===== src/rtl/cwm_pkg.sv =====
// Shared sizing helpers for the cwait_merge_sync join and its channel FIFOs.
package cwm_pkg;

  // Count must represent 0..depth inclusive.
  function automatic int unsigned CWM_CNT_W(input int unsigned depth);
    return (depth < 1) ? 1 : $clog2(depth + 1);
  endfunction

  function automatic int unsigned CWM_PTR_W(input int unsigned depth);
    return (depth > 1) ? $clog2(depth) : 1;
  endfunction

  // Low bit of channel k within a flat NUM_CH*dw bus.
  function automatic int unsigned cwm_lo(input int unsigned k, input int unsigned dw);
    return k * dw;
  endfunction

endpackage


===== src/rtl/cwait_merge_sync_if.sv =====
// Upstream push/credit and downstream merged-token handshake bundle.
interface cwait_merge_sync_if #(
  parameter int unsigned NUM_CH     = 9,
  parameter int unsigned DATA_WIDTH = 3
);
  logic [NUM_CH-1:0]            i_drive;
  logic [NUM_CH*DATA_WIDTH-1:0] i_data;
  logic [NUM_CH-1:0]            o_free;
  logic [NUM_CH-1:0]            i_chEn;
  logic                         o_driveNext;
  logic [NUM_CH*DATA_WIDTH-1:0] o_data;
  logic                         i_freeNext;
  logic                         o_busy;
  logic [NUM_CH-1:0]            o_ovf;

  modport master (
    output i_drive, i_data, i_chEn, i_freeNext,
    input  o_free, o_driveNext, o_data, o_busy, o_ovf
  );

  modport slave (
    input  i_drive, i_data, i_chEn, i_freeNext,
    output o_free, o_driveNext, o_data, o_busy, o_ovf
  );
endinterface


===== src/rtl/cwm_chan_fifo.sv =====
// DEPTH-entry circular FIFO for one join channel, with a sticky overflow flag.
module cwm_chan_fifo
  import cwm_pkg::*;
#(
  parameter int unsigned DATA_WIDTH = 3,
  parameter int unsigned DEPTH      = 2
) (
  input  logic                  clk,
  input  logic                  rstn,
  input  logic                  i_push,
  input  logic                  i_pop,
  input  logic [DATA_WIDTH-1:0] i_data,
  output logic [DATA_WIDTH-1:0] o_head,
  output logic                  o_empty,
  output logic                  o_ovf
);
  localparam int unsigned CNT_W = CWM_CNT_W(DEPTH);
  localparam int unsigned PTR_W = CWM_PTR_W(DEPTH);
  localparam logic [CNT_W-1:0] DEPTH_C = CNT_W'(DEPTH);
  localparam logic [PTR_W-1:0] LAST_C  = PTR_W'(DEPTH - 1);

  logic [DATA_WIDTH-1:0] r_mem [DEPTH];
  logic [CNT_W-1:0]      r_cnt;
  logic [PTR_W-1:0]      r_wr;
  logic [PTR_W-1:0]      r_rd;
  logic                  r_ovf;
  logic                  w_accept;

  // A same-cycle pop frees the slot the push is about to use.
  assign w_accept = i_push && ((r_cnt < DEPTH_C) || i_pop);
  assign o_head   = r_mem[r_rd];
  assign o_empty  = (r_cnt == '0);
  assign o_ovf    = r_ovf;

  always_ff @(posedge clk) begin
    if (w_accept) r_mem[r_wr] <= i_data;
  end

  always_ff @(posedge clk or negedge rstn) begin
    if (!rstn) begin
      r_cnt <= '0;
      r_wr  <= '0;
      r_rd  <= '0;
      r_ovf <= 1'b0;
    end else begin
      if (w_accept) r_wr <= (r_wr == LAST_C) ? '0 : r_wr + 1'b1;
      if (i_pop)    r_rd <= (r_rd == LAST_C) ? '0 : r_rd + 1'b1;
      case ({w_accept, i_pop})
        2'b10:   r_cnt <= r_cnt + 1'b1;
        2'b01:   r_cnt <= r_cnt - 1'b1;
        default: r_cnt <= r_cnt;
      endcase
      if (i_push && !w_accept) r_ovf <= 1'b1;
    end
  end
endmodule


===== src/rtl/cwait_merge_sync.sv =====
// Clocked N-input wait-merge: joins one token per enabled channel into a merged output slot.
module cwait_merge_sync
  import cwm_pkg::*;
#(
  parameter int unsigned NUM_CH     = 9,
  parameter int unsigned DATA_WIDTH = 3,
  parameter int unsigned DEPTH      = 2
) (
  input logic               clk,
  input logic               rstn,
  cwait_merge_sync_if.slave bus
);
  localparam int unsigned DW = DATA_WIDTH;

  logic [NUM_CH*DW-1:0] w_heads;
  logic [NUM_CH-1:0]    w_empty;
  logic [NUM_CH-1:0]    w_ovf;
  logic [NUM_CH-1:0]    w_pop;
  logic                 w_fire;
  logic [NUM_CH*DW-1:0] w_merged;

  logic                 r_full;
  logic [NUM_CH*DW-1:0] r_data;
  logic                 r_drive_next;
  logic [NUM_CH-1:0]    r_free;

  for (genvar gk = 0; gk < NUM_CH; gk++) begin : g_ch
    cwm_chan_fifo #(
      .DATA_WIDTH(DW),
      .DEPTH     (DEPTH)
    ) u_fifo (
      .clk    (clk),
      .rstn   (rstn),
      .i_push (bus.i_drive[gk]),
      .i_pop  (w_pop[gk]),
      .i_data (bus.i_data[cwm_lo(gk, DW) +: DW]),
      .o_head (w_heads[cwm_lo(gk, DW) +: DW]),
      .o_empty(w_empty[gk]),
      .o_ovf  (w_ovf[gk])
    );
  end

  // Disabled channels never block the join and contribute a zero slice.
  always_comb begin
    logic w_all_ready;
    w_all_ready = 1'b1;
    w_merged    = '0;
    for (int unsigned k = 0; k < NUM_CH; k++) begin
      if (bus.i_chEn[k]) begin
        if (w_empty[k]) w_all_ready = 1'b0;
        w_merged[k*DW +: DW] = w_heads[k*DW +: DW];
      end
    end
    w_fire = (|bus.i_chEn) && w_all_ready && (!r_full || bus.i_freeNext);
    w_pop  = w_fire ? bus.i_chEn : '0;
  end

  always_ff @(posedge clk or negedge rstn) begin
    if (!rstn) begin
      r_full       <= 1'b0;
      r_data       <= '0;
      r_drive_next <= 1'b0;
      r_free       <= '0;
    end else begin
      r_drive_next <= w_fire;
      r_free       <= w_pop;
      if (w_fire) begin
        r_full <= 1'b1;
        r_data <= w_merged;
      end else if (bus.i_freeNext) begin
        r_full <= 1'b0;
      end
    end
  end

  assign bus.o_free      = r_free;
  assign bus.o_driveNext = r_drive_next;
  assign bus.o_data      = r_data;
  assign bus.o_busy      = r_full;
  assign bus.o_ovf       = w_ovf;
endmodule


===== src/flat_wrapper.sv =====
// flat-port wrapper written by rule: the top's interface ports become plain ports
module cwait_merge_sync_flat import cwm_pkg::*;
#(
  parameter int unsigned NUM_CH     = 9,
  parameter int unsigned DATA_WIDTH = 3,
  parameter int unsigned DEPTH      = 2
)
  (clk, rstn, bus_i_drive, bus_i_data, bus_i_chEn, bus_i_freeNext, bus_o_free, bus_o_driveNext, bus_o_data, bus_o_busy, bus_o_ovf);
  cwait_merge_sync_if #(.NUM_CH(NUM_CH), .DATA_WIDTH(DATA_WIDTH)) bus_i ();
  input logic clk;
  input logic rstn;
  input wire logic [$bits(bus_i.i_drive)-1:0] bus_i_drive;
  input wire logic [$bits(bus_i.i_data)-1:0] bus_i_data;
  input wire logic [$bits(bus_i.i_chEn)-1:0] bus_i_chEn;
  input wire logic [$bits(bus_i.i_freeNext)-1:0] bus_i_freeNext;
  output wire logic [$bits(bus_i.o_free)-1:0] bus_o_free;
  output wire logic [$bits(bus_i.o_driveNext)-1:0] bus_o_driveNext;
  output wire logic [$bits(bus_i.o_data)-1:0] bus_o_data;
  output wire logic [$bits(bus_i.o_busy)-1:0] bus_o_busy;
  output wire logic [$bits(bus_i.o_ovf)-1:0] bus_o_ovf;
  assign bus_i.i_drive = bus_i_drive;
  assign bus_i.i_data = bus_i_data;
  assign bus_i.i_chEn = bus_i_chEn;
  assign bus_i.i_freeNext = bus_i_freeNext;
  assign bus_o_free = bus_i.o_free;
  assign bus_o_driveNext = bus_i.o_driveNext;
  assign bus_o_data = bus_i.o_data;
  assign bus_o_busy = bus_i.o_busy;
  assign bus_o_ovf = bus_i.o_ovf;
  cwait_merge_sync #(.NUM_CH(NUM_CH), .DATA_WIDTH(DATA_WIDTH), .DEPTH(DEPTH)) u_core (.clk(clk), .rstn(rstn), .bus(bus_i));
endmodule

===== config.mk =====
export PLATFORM = sky130hd
export DESIGN_NAME = cwait_merge_sync_flat
export DESIGN_NICKNAME = d
export VERILOG_FILES = /design/src/rtl/cwm_pkg.sv /design/src/rtl/cwait_merge_sync_if.sv /design/src/rtl/cwm_chan_fifo.sv /design/src/rtl/cwait_merge_sync.sv /design/src/flat_wrapper.sv
export SDC_FILE = /design/constraint.sdc
export NUM_CORES = 1
export LEC_CHECK = 0
export CORE_MARGIN = 4
export CORE_UTILIZATION = 50
export CTS_BUF_LIST = sky130_fd_sc_hd__clkbuf_4
export CTS_CLUSTER_SIZE = 30
export DETAILED_ROUTE_END_ITERATION = 10
export PLACE_DENSITY = 0.76
export SLEW_MARGIN = 10
export SYNTH_ARGS = -nofsm -noshare
export SYNTH_HDL_FRONTEND = slang
export SYNTH_HIERARCHICAL = 1
export SYNTH_SLANG_ARGS = --single-unit

===== constraint.sdc =====
create_clock -name clk -period 6.41 [get_ports clk]
set_clock_uncertainty 0.15 [all_clocks]
set_input_delay 1.282 -clock clk [delete_from_list [all_inputs] [get_ports clk]]
set_output_delay 1.282 -clock clk [all_outputs]
set_load 0.005 [all_outputs]

==> results of run 1 <==
path summary, 6_finish.rpt:
path / start / slack (ns) / end / cells past startpoint
max reg2reg: u_core/g_ch[3].u_fifo/r_cnt[0] / 3.00 / u_core/g_ch[0].u_fifo/r_cnt[1] / 10
max: bus_i_chEn[3] / 2.13 / u_core/g_ch[0].u_fifo/r_cnt[1] / 10
min: u_core/g_ch[7].u_fifo/o_ovf / 0.33 / u_core/g_ch[7].u_fifo/o_ovf / 1
min in group asynchronous: rstn / 0.80 / u_core/bus.o_data[0] / 1
max in group asynchronous: rstn / 4.62 / u_core/bus.o_free[2] / 1
min reg2reg: u_core/g_ch[7].u_fifo/o_ovf / 0.33 / u_core/g_ch[7].u_fifo/o_ovf / 1
layout make-up:
type,count,area [um2]
repair buffers,95,946
clock buffers,25,188
multi-input cells,217,1620
well taps,140,175
fillers,857,3950
flip-flops and latches,137,3700
clock inverters,7,80.1
inverters,48,180
flip-flops by register name, summed over array words and instances (netlist names):
register and count:
u_core/bus.o_data 27, u_core/g_ch.u_fifo/r_cnt 18, u_core/g_ch.u_fifo/o_ovf 9, u_core/bus.o_driveNext 1, u_core/g_ch.u_fifo/r_wr 9, u_core/bus.o_free 9, u_core/g_ch.u_fifo/r_rd 9, u_core/bus.o_busy 1
u_core/g_ch.u_fifo/r_mem 54
per-stage QoR:
stage	instances	total power, uW	hold WS, ns	instance area [um2]	worst slack (ns)
2_1_floorplan	406	2150	0.311	5540	3.03
3_3_place_gp	637	2490	0.312	6620	1.75
3_5_place_dp	637	2540	0.315	6620	1.61
4_1_cts	669	3080	0.339	6890	2.15
5_1_grt	669	3260	0.361	6890	1.91
6_report	669	3040	0.333	6890	2.13
power groups by stage:
stage | logic, uW | clock network (uW) | registers (uW)
final | 1090 | 533 | 1420
after global routing | 1200 | 601 | 1460
after CTS | 1110 | 554 | 1420
after detailed placement | 1100 | 0 | 1440
after global placement | 1060 | 0 | 1430
after floorplan | 746 | 0 | 1410
synth_stat cells:
library cell / number / area (um2)
dfrtp_1: 83 / 2080
edfxtp_1: 54 / 1620
inv_1: 48 / 180
nand2_1: 36 / 135
nor2_1: 36 / 135
mux2_2: 27 / 304
mux2i_1: 27 / 270
xnor2_1: 27 / 236
xor2_1: 18 / 158
and3_1: 10 / 62.6
ha_1: 9 / 113
nand2b_1: 9 / 56.3
o21bai_1: 9 / 67.6
a22oi_1: 3 / 22.5
buf_12: 2 / 40.0
a222oi_1: 1 / 10.0
a32o_1: 1 / 10.0
buf_2: 1 / 5.00
buf_6: 1 / 11.3
nand4_1: 1 / 6.26
nor3_1: 1 / 5.00
nor4_1: 1 / 6.26
o2111ai_1: 1 / 8.76
metal layers:
metal | wire length (um) | vias up
met3 | 563 | 13
met1 | 4350 | 1570
met2 | 4660 | 76
met5 | 0 | -
met4 | 177 | 0
li1 | - | 1585
kinds of logic after synthesis:
logic type / after synthesis / share of synthesized area (%)
flip-flops: 137 / 66.7
buffers and inverters: 52 / 4.27
AND/OR/NAND/NOR: 94 / 7.34
XOR/XNOR: 45 / 7.11
adder cells (fa/ha/maj): 9 / 2.03
multiplexers: 54 / 10.4
AO/OA/AOI/OAI: 15 / 2.14
==> impl_metrics.ini, run 1 <==
[worst_setup_path]
critPathSlowestCell = a222oi_1
worstPathMaxFanout = 21
start_kind = input pin
crit_path_frequent_cell = nor2_1
path_cells = clkdlybuf4s50_1 -> a222oi_1 -> o2111ai_4 -> buf_4 -> nor2_1 -> nand2b_1 -> nand2_1 -> ha_1 -> nor2_1 -> xor2_1
critPathCaptureType = flip-flop
cp_top_family = compound AO/OA/AOI/OAI gates
critPathRequiredTime_ns = 6.68
critPathArrivalTime_ns = 4.55
crit_type = in -> reg
critPathMaxStageDelay_ns = 0.59
cp_num_buf_inv = 2

[floorplanning]
die_h_um = 113
initial_core_util_pct = 51.1
rows = 38
die_area_mm2 = 0.0128
io_pins = 95
die_x_um = 113
core_mm2 = 0.0108

[synthesis]
syn_area_mm2 = 0.00554
syn_nets = 463
ys_ff_latch = 137
yosysWarnings = 6
synth_cell_type_count = 23
ys_seq_area_share_pct = 66.7
syn_inst = 406
synth_area_per_cell_um2 = 13.6

[power]
vdd_drop_max_mv = 0.196
seq_power_share_pct = 46.7
powerDensity_mw_per_mm2 = 441
p_clk_share_pct = 17.5
power_switching_uw = 953
power_frac_comb_pct = 35.8
p_int_uw = 2090
cellLeakagePower_uw = 0.00303
switching_share_pct = 31.3

[grt]
antenna_found_initial = 0
grt_util_met3_pct = 5.51
overflow = 0
met1_usage_pct = 20.8
grt_max_degree = 84
grt_use_total_pct = 16.5
met2_usage_pct = 26.0
grt_pass1_wl_um = 16300
busiest_layer = met2
grt_pass1_vias = 3410

[routing]
drcViolationCount = 0
firstDrtPassIters = 4
dr.first_iter.drc_count = 137
num_vias = 3244
wl_per_cell_um = 14.6
drtAntennaViolNets = 0
finalWirelength_um = 9750
avgViaCountPerCell = 4.85

[layout]
final_cell_mix = 93 x clkdlybuf4s50_1, 83 x dfrtp_1, 54 x edfxtp_1
antenna_cells = 0
drive_gt1_share_pct = 11.0
utilization_pct = 63.6
syn_to_final_growth_pct = 24.4
final_common_cell = clkdlybuf4s50_1
layout.nets = 573

[outcome]
outcome = completed

[timing]
fmax_ghz = 0.234
setup_violations = 0
rsz0062_at_grt = false
finalCritPeriodShare_pct = 66.8
timing.slew.headroom_pct = 30.0
hold_viol_final = 0
drv_slew = 0
min_period_ns = 4.28
worst_pin_slew_ns = 1.05
finalSetupTns_ns = 0

[placement]
finalWeightedCongestion = 0.725
numPortBuffers = 94
dp_hpwl_um = 7160

[cts]
root_buffer = clkbuf_4
cts.path.max_buffers = 2
cts_hold_buf = 0
htree_num_levels = 4
clock_latency_ns = 0.50
cts_tree = yes
cts.repair.resized = 0
cts_setup_buffers = 0
cts_sinks = 137
clk_pin_slew_worst_paths_ns = 0.10
cts_buffers = 17

[hold_path]
hp-class = reg -> reg

[flow_run]
maxCapViolations = 0
(Power assumes the default switching activity.)
==> inputs of run 2 (changes only) <==
CORE_UTILIZATION = 49   (was 50)
PLACE_DENSITY = 0.78   (was 0.76)
clock period = 3.45 ns   (was 6.41 ns; I/O delays follow)
==> run 2 against run 1 <==
Net effect:
- global-route usage rose by 1.4 points
- flip-flop and latch count is the same
- critical path type unchanged
- final cell count grew 4.0%
==> impl_metrics.ini, run 2 (synthesis results as in run 1) <==
[worst_setup_path]
start_kind = input pin
r2r_start = u_core/g_ch[0].u_fifo/r_cnt[0]
critPathArrivalTime_ns = 3.19
worstPathMaxFanout = 16
critPathCaptureType = flip-flop
critPathRequiredTime_ns = 3.71
cp-startpoint = bus_i_chEn[7]
crit_type = in -> reg

[power]
cellLeakagePower_uw = 0.00318
powerDensity_mw_per_mm2 = 835
vdd_drop_max_mv = 0.462

[floorplanning]
initial_core_util_pct = 50.7
rows = 38
die_x_um = 114
die_h_um = 114
core_mm2 = 0.0109
io_pins = 95
die_area_mm2 = 0.0131

[timing]
fmax_ghz = 0.342
fin_ws_ns = 0.527
min_period_ns = 2.92
setup_violations = 0
worst_pin_slew_ns = 1.07
timing.slew.headroom_pct = 28.6
finalSetupTns_ns = 0
rsz0062_at_grt = false
drv_slew = 0
finalCritPeriodShare_pct = 84.7
hold_viol_final = 0

[cts]
cts_hold_buf = 0
clk_pin_slew_worst_paths_ns = 0.11
cts_buffers = 17
cts_tree = yes
cts_sinks = 137
clock_latency_ns = 0.50
cts.path.max_buffers = 2
cts.repair.resized = 0
htree_num_levels = 4
root_buffer = clkbuf_4
cts_setup_buffers = 0

[layout]
layout.nets = 600
antenna_cells = 0
drive_gt1_share_pct = 15.3
final_common_cell = clkdlybuf4s50_1
final_cell_mix = 93 x clkdlybuf4s50_1, 83 x dfrtp_1, 54 x edfxtp_1
nFillCells = 849
syn_to_final_growth_pct = 29.0
largest_register_ff_count = 54
regMostFlops = u_core/g_ch.u_fifo/r_mem

[routing]
drtAntennaViolNets = 0
dr.first_iter.drc_count = 107
firstDrtPassIters = 4
wl_per_cell_um = 15.3
finalWirelength_um = 10700
num_vias = 3350
avgViaCountPerCell = 4.81
drcViolationCount = 0

[grt]
overflow = 0
grt_pass1_vias = 3722
grt_max_degree = 84
antenna_found_initial = 0
grt_pass1_wl_um = 18000
grt_use_total_pct = 17.8

[placement]
finalWeightedCongestion = 0.789
dp_slack_ns = 0.00129
dp_hpwl_um = 7980
numPortBuffers = 94

[hold_path]
hp-class = in -> async

[outcome]
outcome = completed

[flow_run]
maxCapViolations = 0
[run 2: changes by cell type in the layout (fill, tap and decap cells not counted)]
| cell | before | now |
|---|---|---|
| buf_4 | 2 | 28 |
| clkbuf_4 | 25 | 17 |
| bufinv_16 | 2 | 4 |
| clkinv_2 | 1 | 3 |
| clkinv_4 | 0 | 2 |
| clkinvlp_4 | 0 | 2 |
| buf_12 | 0 | 1 |
[run 2: per-stage QoR]
stage / instance area, um2 / hold slack [ns] / utilization (%) / total power, uW / instances
after floorplan: 5540 / 0.244 / - / 4000 / 406
after detailed placement: 6840 / 0.316 / 62.5 / 4910 / 664
after CTS: 7150 / 0.235 / 65.4 / 6050 / 696
after global routing: 7150 / 0.271 / 65.4 / 6380 / 696
after global placement: 6840 / 0.315 / 62.5 / 4800 / 664
final: 7150 / 0.226 / 65.4 / 5970 / 696
[run 2: per-layer routing]
metal	track usage, %	vias to the layer above	wire length [um]
li1	-	1624	-
met1	22.9	1627	4630
met2	29.5	85	5290
met3	4.81	14	600
met4	5.86	0	154
met5	0	-	0
[run 2: cell type report]
cell class / instances / area, um2 / share of cell area [%]
clock buffers: 17 / 128 / 1.79
multi-input cells: 217 / 1620 / 22.7
flip-flops and latches: 137 / 3700 / 51.7
repair buffers: 122 / 1160 / 16.2
well taps: 140 / 175 / 2.45
clock inverters: 15 / 183 / 2.56
inverters: 48 / 180 / 2.52
[run 2: power breakdown]
group	leakage (uW)	switching (uW)	internal [uW]
Clock	0.000161	558	564
Combinational	0.00153	952	1250
Sequential	0.00149	364	2270
Total	0.00318	1870	4090
[run 2: path summary, 6_finish.rpt]
check | to | slack (ns) | depth (start not counted)
worst max-delay path | u_core/g_ch[2].u_fifo/r_cnt[1] | 0.53 | 11
worst min-delay path | u_core/bus.o_data[0] | 0.23 | 1
worst max register to register | u_core/g_ch[2].u_fifo/r_cnt[1] | 0.74 | 11
worst min register to register | u_core/g_ch[0].u_fifo/o_ovf | 0.34 | 1
max in group asynchronous | u_core/bus.o_data[21] | 2.23 | 1
min in group clk | u_core/g_ch[0].u_fifo/o_ovf | 0.34 | 1
[run 2: critical path, cell delays in order]
cell and delay (ns):
clkdlybuf4s50_1 0.52, a222oi_1 0.30, buf_4 0.19, o2111ai_4 0.22
buf_12 0.24, nor2_1 0.13, nand2b_1 0.16, nand2_1 0.09
ha_1 0.31, nor2_1 0.14, xor2_1 0.19
